==> config.mk <==
export PLATFORM = sky130hd
export DESIGN_NAME = parking_gate_ctrl
export DESIGN_NICKNAME = d
export VERILOG_FILES = /design/src/rtl/parking_pkg.sv /design/src/rtl/sensor_debounce.sv /design/src/rtl/parking_gate_ctrl.sv
export SDC_FILE = /design/constraint.sdc
export NUM_CORES = 1
export LEC_CHECK = 0
export ABC_AREA = 1
export BUFFER_PORTS_ARGS = -buffer_cell sky130_fd_sc_hd__buf_2
export CAP_MARGIN = 15
export CORE_UTILIZATION = 55
export CTS_CLUSTER_DIAMETER = 60
export DETAILED_ROUTE_END_ITERATION = 16
export PLACE_DENSITY = 0.75
export RECOVER_POWER = 50
export SLEW_MARGIN = 20
export SYNTH_ARGS = -nofsm -noshare
export SYNTH_HDL_FRONTEND = slang
export SYNTH_SLANG_ARGS = --single-unit
==> constraint.sdc <==
create_clock -name clk -period 3.4 [get_ports clk]
set_input_delay 0.68 -clock clk [delete_from_list [all_inputs] [get_ports clk]]
set_output_delay 0.68 -clock clk [all_outputs]
set_load 0.05 [all_outputs]
==> src/rtl/parking_pkg.sv <==
// Shared types and constants for the parking front-end.
// Latency: n/a (declarations only).
// Backpressure: n/a.
//
// Contents: gate state encoding, default timing constants, class encoding,
// and the vacancy lookup used when an entry is issued.
package parking_pkg;

  typedef enum logic [1:0] {
    GATE_IDLE       = 2'd0,
    GATE_OPEN       = 2'd1,
    GATE_WAIT_CLEAR = 2'd2
  } gate_state_t;

  localparam int DEFAULT_DEBOUNCE_CYCLES  = 4;
  localparam int DEFAULT_GATE_OPEN_CYCLES = 8;

  localparam logic CLASS_UNI = 1'b1;

  // Picks the vacancy flag that matches the car's class.
  function automatic logic class_has_space(input logic cls,
                                           input logic uni_vac,
                                           input logic reg_vac);
    return (cls == CLASS_UNI) ? uni_vac : reg_vac;
  endfunction

endpackage

==> src/rtl/sensor_debounce.sv <==
// Synchronises and debounces one raw loop-detector input and flags its rising edge.
// Latency: 2 sync cycles + DEBOUNCE_CYCLES to o_level; o_rise is high in the first cycle o_level is 1.
// Backpressure: none; free-running, the output simply follows the settled sensor.
//
// Ports: clk, rst (sync, active-high), i_raw (asynchronous sensor),
//        o_level (debounced value), o_rise (1-cycle debounced rising edge).
module sensor_debounce
  import parking_pkg::*;
#(
  parameter int DEBOUNCE_CYCLES = DEFAULT_DEBOUNCE_CYCLES,
  parameter int CNT_W           = 4
) (
  input  logic clk,
  input  logic rst,
  input  logic i_raw,
  output logic o_level,
  output logic o_rise
);

  localparam logic [CNT_W-1:0] LP_LAST = CNT_W'(DEBOUNCE_CYCLES - 1);
  localparam logic [CNT_W-1:0] LP_ONE  = CNT_W'(1);

  logic             r_sync1;
  logic             r_sync2;
  logic             r_level;
  logic             r_level_d;
  logic [CNT_W-1:0] r_cnt;

  always_ff @(posedge clk) begin
    if (rst) begin
      r_sync1   <= 1'b0;
      r_sync2   <= 1'b0;
      r_level   <= 1'b0;
      r_level_d <= 1'b0;
      r_cnt     <= '0;
    end else begin
      r_sync1   <= i_raw;
      r_sync2   <= r_sync1;
      r_level_d <= r_level;
      if (r_sync2 == r_level) begin
        // Any agreeing sample restarts the disagreement run.
        r_cnt <= '0;
      end else if (r_cnt == LP_LAST) begin
        // This cycle is the DEBOUNCE_CYCLES-th consecutive disagreement.
        r_level <= ~r_level;
        r_cnt   <= '0;
      end else begin
        r_cnt <= r_cnt + LP_ONE;
      end
    end
  end

  assign o_level = r_level;
  assign o_rise  = r_level & ~r_level_d;

endmodule

==> src/rtl/parking_gate_ctrl.sv <==
// Parking front-end: debounced entry/exit events, vacancy check, barrier timing.
// Latency: event pulse 1 cycle after the debounced rise (raw rise + 2 + DEBOUNCE_CYCLES + 1); a deferred entry adds 1.
// Backpressure: none; an entry colliding with an exit is held one cycle, rises on a busy gate are dropped.
//
// Ports: clk, rst (sync, active-high); entry_sensor/entry_is_uni, exit_sensor/exit_is_uni (raw inputs);
//        uni_is_vacated_space/is_vacated_space (core vacancy flags);
//        car_entered/is_uni_car_entered, car_exited/is_uni_car_exited, entry_rejected (1-cycle pulses);
//        entry_gate_open/exit_gate_open (barrier drives).
module parking_gate_ctrl
  import parking_pkg::*;
#(
  parameter int DEBOUNCE_CYCLES  = DEFAULT_DEBOUNCE_CYCLES,
  parameter int GATE_OPEN_CYCLES = DEFAULT_GATE_OPEN_CYCLES,
  parameter int CNT_W            = 4
) (
  input  logic clk,
  input  logic rst,
  input  logic entry_sensor,
  input  logic entry_is_uni,
  input  logic exit_sensor,
  input  logic exit_is_uni,
  input  logic uni_is_vacated_space,
  input  logic is_vacated_space,
  output logic car_entered,
  output logic is_uni_car_entered,
  output logic car_exited,
  output logic is_uni_car_exited,
  output logic entry_gate_open,
  output logic exit_gate_open,
  output logic entry_rejected
);

  localparam logic [CNT_W-1:0] LP_GATE_LOAD = CNT_W'(GATE_OPEN_CYCLES);
  localparam logic [CNT_W-1:0] LP_ONE       = CNT_W'(1);

  logic w_en_level, w_en_rise;
  logic w_ex_level, w_ex_rise;

  sensor_debounce #(
    .DEBOUNCE_CYCLES (DEBOUNCE_CYCLES),
    .CNT_W           (CNT_W)
  ) u_entry_db (
    .clk     (clk),
    .rst     (rst),
    .i_raw   (entry_sensor),
    .o_level (w_en_level),
    .o_rise  (w_en_rise)
  );

  sensor_debounce #(
    .DEBOUNCE_CYCLES (DEBOUNCE_CYCLES),
    .CNT_W           (CNT_W)
  ) u_exit_db (
    .clk     (clk),
    .rst     (rst),
    .i_raw   (exit_sensor),
    .o_level (w_ex_level),
    .o_rise  (w_ex_rise)
  );

  gate_state_t      r_en_state, w_en_state_nxt;
  gate_state_t      r_ex_state, w_ex_state_nxt;
  logic [CNT_W-1:0] r_en_cnt, w_en_cnt_nxt;
  logic [CNT_W-1:0] r_ex_cnt, w_ex_cnt_nxt;

  logic r_pend, r_pend_cls;
  logic r_car_entered, r_is_uni_entered;
  logic r_car_exited, r_is_uni_exited;
  logic r_entry_rejected;

  // Arbitration: exit wins a collision, the entry waits one cycle in r_pend.
  logic w_ex_issue;
  logic w_en_new, w_en_cand, w_en_cls;
  logic w_en_defer, w_en_go, w_en_accept, w_en_reject;

  assign w_ex_issue  = w_ex_rise & (r_ex_state == GATE_IDLE);
  assign w_en_new    = w_en_rise & (r_en_state == GATE_IDLE) & ~r_pend;
  assign w_en_cand   = r_pend | w_en_new;
  assign w_en_cls    = r_pend ? r_pend_cls : entry_is_uni;
  assign w_en_defer  = w_en_cand & w_ex_issue;
  assign w_en_go     = w_en_cand & ~w_ex_issue;
  // Vacancy is judged with the flags present in the issue cycle, so a
  // deferred entry sees the core's state one cycle later.
  assign w_en_accept = w_en_go & class_has_space(w_en_cls, uni_is_vacated_space, is_vacated_space);
  assign w_en_reject = w_en_go & ~class_has_space(w_en_cls, uni_is_vacated_space, is_vacated_space);

  always_ff @(posedge clk) begin
    if (rst) begin
      r_en_state       <= GATE_IDLE;
      r_ex_state       <= GATE_IDLE;
      r_en_cnt         <= '0;
      r_ex_cnt         <= '0;
      r_pend           <= 1'b0;
      r_pend_cls       <= 1'b0;
      r_car_entered    <= 1'b0;
      r_is_uni_entered <= 1'b0;
      r_car_exited     <= 1'b0;
      r_is_uni_exited  <= 1'b0;
      r_entry_rejected <= 1'b0;
    end else begin
      r_en_state       <= w_en_state_nxt;
      r_ex_state       <= w_ex_state_nxt;
      r_en_cnt         <= w_en_cnt_nxt;
      r_ex_cnt         <= w_ex_cnt_nxt;
      r_pend           <= w_en_defer;
      r_pend_cls       <= w_en_defer & w_en_cls;
      r_car_entered    <= w_en_accept;
      r_is_uni_entered <= w_en_accept & w_en_cls;
      r_car_exited     <= w_ex_issue;
      r_is_uni_exited  <= w_ex_issue & exit_is_uni;
      r_entry_rejected <= w_en_reject;
    end
  end

  // Entry barrier: stays open for the minimum time, then until the car clears the loop.
  always_comb begin
    w_en_state_nxt = r_en_state;
    w_en_cnt_nxt   = r_en_cnt;
    case (r_en_state)
      GATE_IDLE: begin
        if (w_en_accept) begin
          w_en_state_nxt = GATE_OPEN;
          w_en_cnt_nxt   = LP_GATE_LOAD;
        end
      end
      GATE_OPEN: begin
        if (r_en_cnt <= LP_ONE) begin
          w_en_state_nxt = GATE_WAIT_CLEAR;
          w_en_cnt_nxt   = '0;
        end else begin
          w_en_cnt_nxt = r_en_cnt - LP_ONE;
        end
      end
      GATE_WAIT_CLEAR: begin
        if (!w_en_level) begin
          w_en_state_nxt = GATE_IDLE;
        end
      end
      default: begin
        w_en_state_nxt = GATE_IDLE;
        w_en_cnt_nxt   = '0;
      end
    endcase
  end

  // Exit barrier: same timing, every exit is admitted.
  always_comb begin
    w_ex_state_nxt = r_ex_state;
    w_ex_cnt_nxt   = r_ex_cnt;
    case (r_ex_state)
      GATE_IDLE: begin
        if (w_ex_issue) begin
          w_ex_state_nxt = GATE_OPEN;
          w_ex_cnt_nxt   = LP_GATE_LOAD;
        end
      end
      GATE_OPEN: begin
        if (r_ex_cnt <= LP_ONE) begin
          w_ex_state_nxt = GATE_WAIT_CLEAR;
          w_ex_cnt_nxt   = '0;
        end else begin
          w_ex_cnt_nxt = r_ex_cnt - LP_ONE;
        end
      end
      GATE_WAIT_CLEAR: begin
        if (!w_ex_level) begin
          w_ex_state_nxt = GATE_IDLE;
        end
      end
      default: begin
        w_ex_state_nxt = GATE_IDLE;
        w_ex_cnt_nxt   = '0;
      end
    endcase
  end

  assign car_entered        = r_car_entered;
  assign is_uni_car_entered = r_is_uni_entered;
  assign car_exited         = r_car_exited;
  assign is_uni_car_exited  = r_is_uni_exited;
  assign entry_rejected     = r_entry_rejected;
  assign entry_gate_open    = (r_en_state != GATE_IDLE);
  assign exit_gate_open     = (r_ex_state != GATE_IDLE);

endmodule

# ---- Word level (Yosys, flattened, before mapping)
# Index checks and enable logic that the tools add are counted.
dict set report word_totals {
  input_bits 8
  ff_bits 35
  romBits 0
  output_inout_bits 7
  ramBits 0
  latch_bits 0
  mem_count 0
  elab_cells 93
}
dict set report op_classes {
  addsub 4
  bitwise_logic 24
  order_cmp 2
  shift 0
  eq_ne 14
  multipliers 0
  reduce_logical 12
  mux 16
  div 0
}
# op count
set op_table {}
lappend op_table {{4-bit one-hot mux with 3 select lines} 2}
lappend op_table {{4-bit 2-to-1 mux} 4}
lappend op_table {{1-bit AND} 12}
lappend op_table {{2-bit 2-to-1 mux} 6}
lappend op_table {{2-bit inequality test, second input constant} 6}
lappend op_table {{2-bit one-hot mux with 3 select lines} 2}
lappend op_table {{1-bit inverter} 11}
lappend op_table {{4-bit by 1-bit adder with 4-bit output, second input constant} 2}
lappend op_table {{4-bit by 2-bit == test with 1-bit output, second input constant} 2}
lappend op_table {{4-bit by 1-bit <= comparator with 1-bit output, second input constant} 2}
lappend op_table {{2-bit AND reduction} 4}
lappend op_table {{4-bit by 1-bit subtractor with 4-bit output, second input constant} 2}
lappend op_table {{3-bit AND reduction} 2}
lappend op_table {{3-bit OR reduction} 2}
lappend op_table {{2-bit by 1-bit == test with 1-bit output, second input constant} 2}
lappend op_table {{2-bit == test, second input constant} 2}
lappend op_table {{2-bit logical NOT} 2}
lappend op_table {{2-bit nonzero test} 2}
lappend op_table {{1-bit == test} 2}
lappend op_table {{1-bit 2-to-1 mux} 2}
lappend op_table {{1-bit bitwise OR} 1}

# ---- Depth between registers and ports, before layout
dict set report logic_depth {
  word_depth 9
  ltp_mapped 9
  ltp_nobuf 9
}

# ---- Hierarchy
# From an unflattened synthesis, not the netlist that was laid out.
dict set report unflattened {
  hier_cells 195
  area_unflattened_um2 1521.5
}
# module seq_area_each_um2 cells_per_inst instances area_per_inst_um2
set by_module_without_submodules {}
lappend by_module_without_submodules {parking_gate_ctrl 380.4 119 1 893.4}
lappend by_module_without_submodules {sensor_debounce 160.2 38 2 314.1}

# ---- Worst setup path after synthesis
# OpenSTA, ideal clock, no wires.
dict set report synth_path {
  kind {reg-to-output}
  startpoint {register r_ex_state[1]}
  endpoint {output port exit_gate_open}
  stages_incl_launch_ff 3
  arrival_ps 790
  slack_ps 1930
  required_time_ps 2720
  path_buffers 0
  cell_sequence {dfxtp_1 nor2_2 inv_1}
}
dict set report synth_between {
  elab_chain_len 1
}
# item line_no
set synth_rtl {}
lappend synth_rtl {{from (decl)} parking_gate_ctrl.sv:62} ;# gate_state_t r_ex_state, w_ex_state_nxt;
lappend synth_rtl {{from (signal assigned)} parking_gate_ctrl.sv:102} ;# r_ex_state <= w_ex_state_nxt;
lappend synth_rtl {{2-bit nonzero test} parking_gate_ctrl.sv:183} ;# assign exit_gate_open = (r_ex_state != GATE_IDLE);
lappend synth_rtl {{to (decl)} parking_gate_ctrl.sv:29} ;# output logic exit_gate_open,
# No other way between the ends.

# ---- Final worst setup path
# Ends and elaborated chain as after synthesis.

==> impl_metrics.toml <==
[outcome]
status = "complete, no violations"

[clocking]
cts_tree = "built"
cts_made_buffers = 5
clock_latency_ns = 0.32
cts_max_level = 2
cts_sinks = 35
cts_setup_buffers = 0
clk_pin_slew_worst_paths_ns = 0.09
post_cts_resized = 0
cts_root_buffer = "clkbuf_4"
clk_path_buf_depth = 2
postCtsHoldBufs = 0

[timing]
finalSetupViolations = 0
rsz0062_at_grt = "no"
tns_ns = 0
hold_viol = 0
timing.final.crit_share_pct = 54.0
fin_crit_ns = 1.83
slew_headroom_pct = 35.1
final-max-slew-violation-count = 0
worst_hold_slack_ns = 0.410
max_freq_mhz = 545
final.setup_skew_ns = 0.00588
worst_pin_slew_ns = 0.973

[die]
start_util_pct = 58.9
io_pins = 15
rows = 18
fp.dieW_microns = 54.0
fp.dieH_microns = 54.0
die_area_sq_um = 2910
core_sq_um = 2520

[global_routing]
grtUsageTotal_pct = 20.3
grt_pass1_vias = 1072
grt_max_degree = 24
grt_pass1_wl_microns = 4110
gr-total-overflow = 0
antenna_found_initial = 0

[layout]
final_area_sq_um = 1650
seq_area_sq_um = 701
syn_to_final_growth_pct = 11.3
drive_above_1_share_pct = 16.3
nets = 221
multi_input_area_sq_um = 661
utilization_pct = 65.5
finalNonFillerCells = 238
nFillCells = 218
n_antenna_cell = 0

[critical_path]
slowest_stage = "dfxtp_1"
critPathKind = "register to output port"
cp_cell_sequence = "nor2_2, inv_1, buf_2"
cp_max_fo = 4
startpoint_type = "register"
cp.arrival_ns = 1.15
setup.worst_path.end_class = "output port"
max_stage_delay_ns = 0.44
crit_required_ns = 2.72

[logic_synthesis]
synth_edf_count = 0
yosysTopAreaCellShare_pct = 47.2
yosysUniqueCellTypes = 26
yosysMostFrequentCell = "dfxtp_1"
ys_seq_elements = 35
ys_top_cells_by_area = "dfxtp_1, inv_1, nand3_1"
synth_commonest_cells = "dfxtp_1, inv_1, nand2_1, nor2_1, nand3_1"
ys_seq_area_share_pct = 47.2
async_flop_share_pct = 0
synthCells = 188
synth_flop_cell = "dfxtp_1"
syn_nets = 202
yosysWarnings = 0
synth_area_sq_um = 1490
synth.avg_cell_area_sq_um = 7.90
synth_largest_area_cell = "dfxtp_1"

[routing]
ant_nets = 0
first_pass_iters = 4
viasPerCell = 5.13
totalWireLength_microns = 2520
avgRoutedWirePerCell_microns = 10.6
drc = 0
via_count = 1222
drt-initial-drc-count = 16

[placed_design]
post-dp-hpwl_microns = 1900
detailed_place.area_sq_um = 1590
io_buffers = 14
gp_congestion = 0.788
placedCellCount = 230

[min_path]
min-delay-path-class = "register to register"

[job]
cap_viol_max_count = 0

[power]
ir_drop_uv = 300
powerDensity_nw_per_um2 = 410
p_leak_nw = 0.700
final cells by class:
type / instances / area share (%)
clock buffer: 8 / 4.16
inverter: 31 / 7.04
multi-input combinational: 120 / 40.0
sequential: 35 / 42.4
tap: 30 / 2.27
timing repair buffer: 14 / 4.16
power breakdown:
part	leakage [nW]	switching, W	internal, W
Clock	0.0386	0.000124	0.000122
Combinational	0.378	0.0000113	0.00000614
Sequential	0.283	0.00000150	0.000413
sequential cells by signal, indices dropped and copies added, names as in the netlist, 2 cells and up:
register,cells
r_en_cnt,4
r_ex_cnt,4
u_entry_db.r_cnt,4
u_exit_db.r_cnt,4
r_en_state,2
r_ex_state,2
cell families (layout without fill, tap and decap cells):
group / count (synthesis) / in the layout / share of synthesized area (%)
buffers and inverters: 33 / 53 / 8.34
and+or+nand+nor: 84 / 84 / 28.0
AOI/OAI and AO/OA: 26 / 26 / 9.10
DFF: 35 / 35 / 47.2
adders and majority gates: 6 / 6 / 5.05
xor gates and xnor gates: 4 / 4 / 2.36
final timing paths:
path	start	to	slack (ns)	depth (start not counted)
worst min register to register	u_entry_db.r_sync1$_SDFF_PP0_	u_entry_db.r_sync2$_SDFF_PP0_	0.41	2
worst max-delay path	r_ex_state[1]$_SDFFE_PP0P_	exit_gate_open	1.57	3
worst min-delay path	u_entry_db.r_sync1$_SDFF_PP0_	u_entry_db.r_sync2$_SDFF_PP0_	0.41	2
worst max register to register	r_ex_cnt[0]$_SDFFE_PP0P_	r_ex_cnt[1]$_SDFFE_PP0P_	1.98	6
layer usage:
| layer | up-vias | GRT usage [%] | share of wire [%] |
|---|---|---|---|
| met5 | - | 0 | 0 |
| met4 | 0 | 13.2 | 2.5 |
| met3 | 9 | 7.06 | 4.5 |
| met2 | 31 | 35.2 | 50 |
| met1 | 550 | 20.3 | 43 |
| li1 | 632 | - | - |
critical path, delay by kind of cell (launching register included):
kind                   cells  cell delay (ns)
and+or+nand+nor            1             0.09
DFF                        1             0.44
buffers and inverters      2             0.30
metrics by stage:
| stage | total power [W] | setup slack (ns) |
|---|---|---|
| final | 0.000678 | 1.57 |
| after global routing | 0.000707 | 1.40 |
| after CTS | 0.000687 | 1.55 |
| after detailed placement | 0.000441 | 1.71 |
| after global placement | 0.000440 | 1.75 |
| after floorplan | 0.000435 | 1.93 |
cell usage in the layout, fill, tap and decap left out, drive strengths merged:
| master | synthesis | final |
|---|---|---|
| dfxtp | 35 | 35 |
| inv | 31 | 31 |
| nor2 | 29 | 29 |
| nand2 | 26 | 26 |
| nand3 | 18 | 18 |
| a21oi | 17 | 17 |
| buf | 0 | 13 |
| clkbuf | 2 | 9 |
| o21ai | 8 | 8 |
| ha | 6 | 6 |
| xor2 | 4 | 4 |
| or2 | 4 | 4 |
| nor3 | 3 | 3 |
| nand4 | 2 | 2 |
| a31oi | 1 | 1 |
| nor4 | 1 | 1 |
| nor3b | 1 | 1 |
Power figures use the tool's default switching activity.
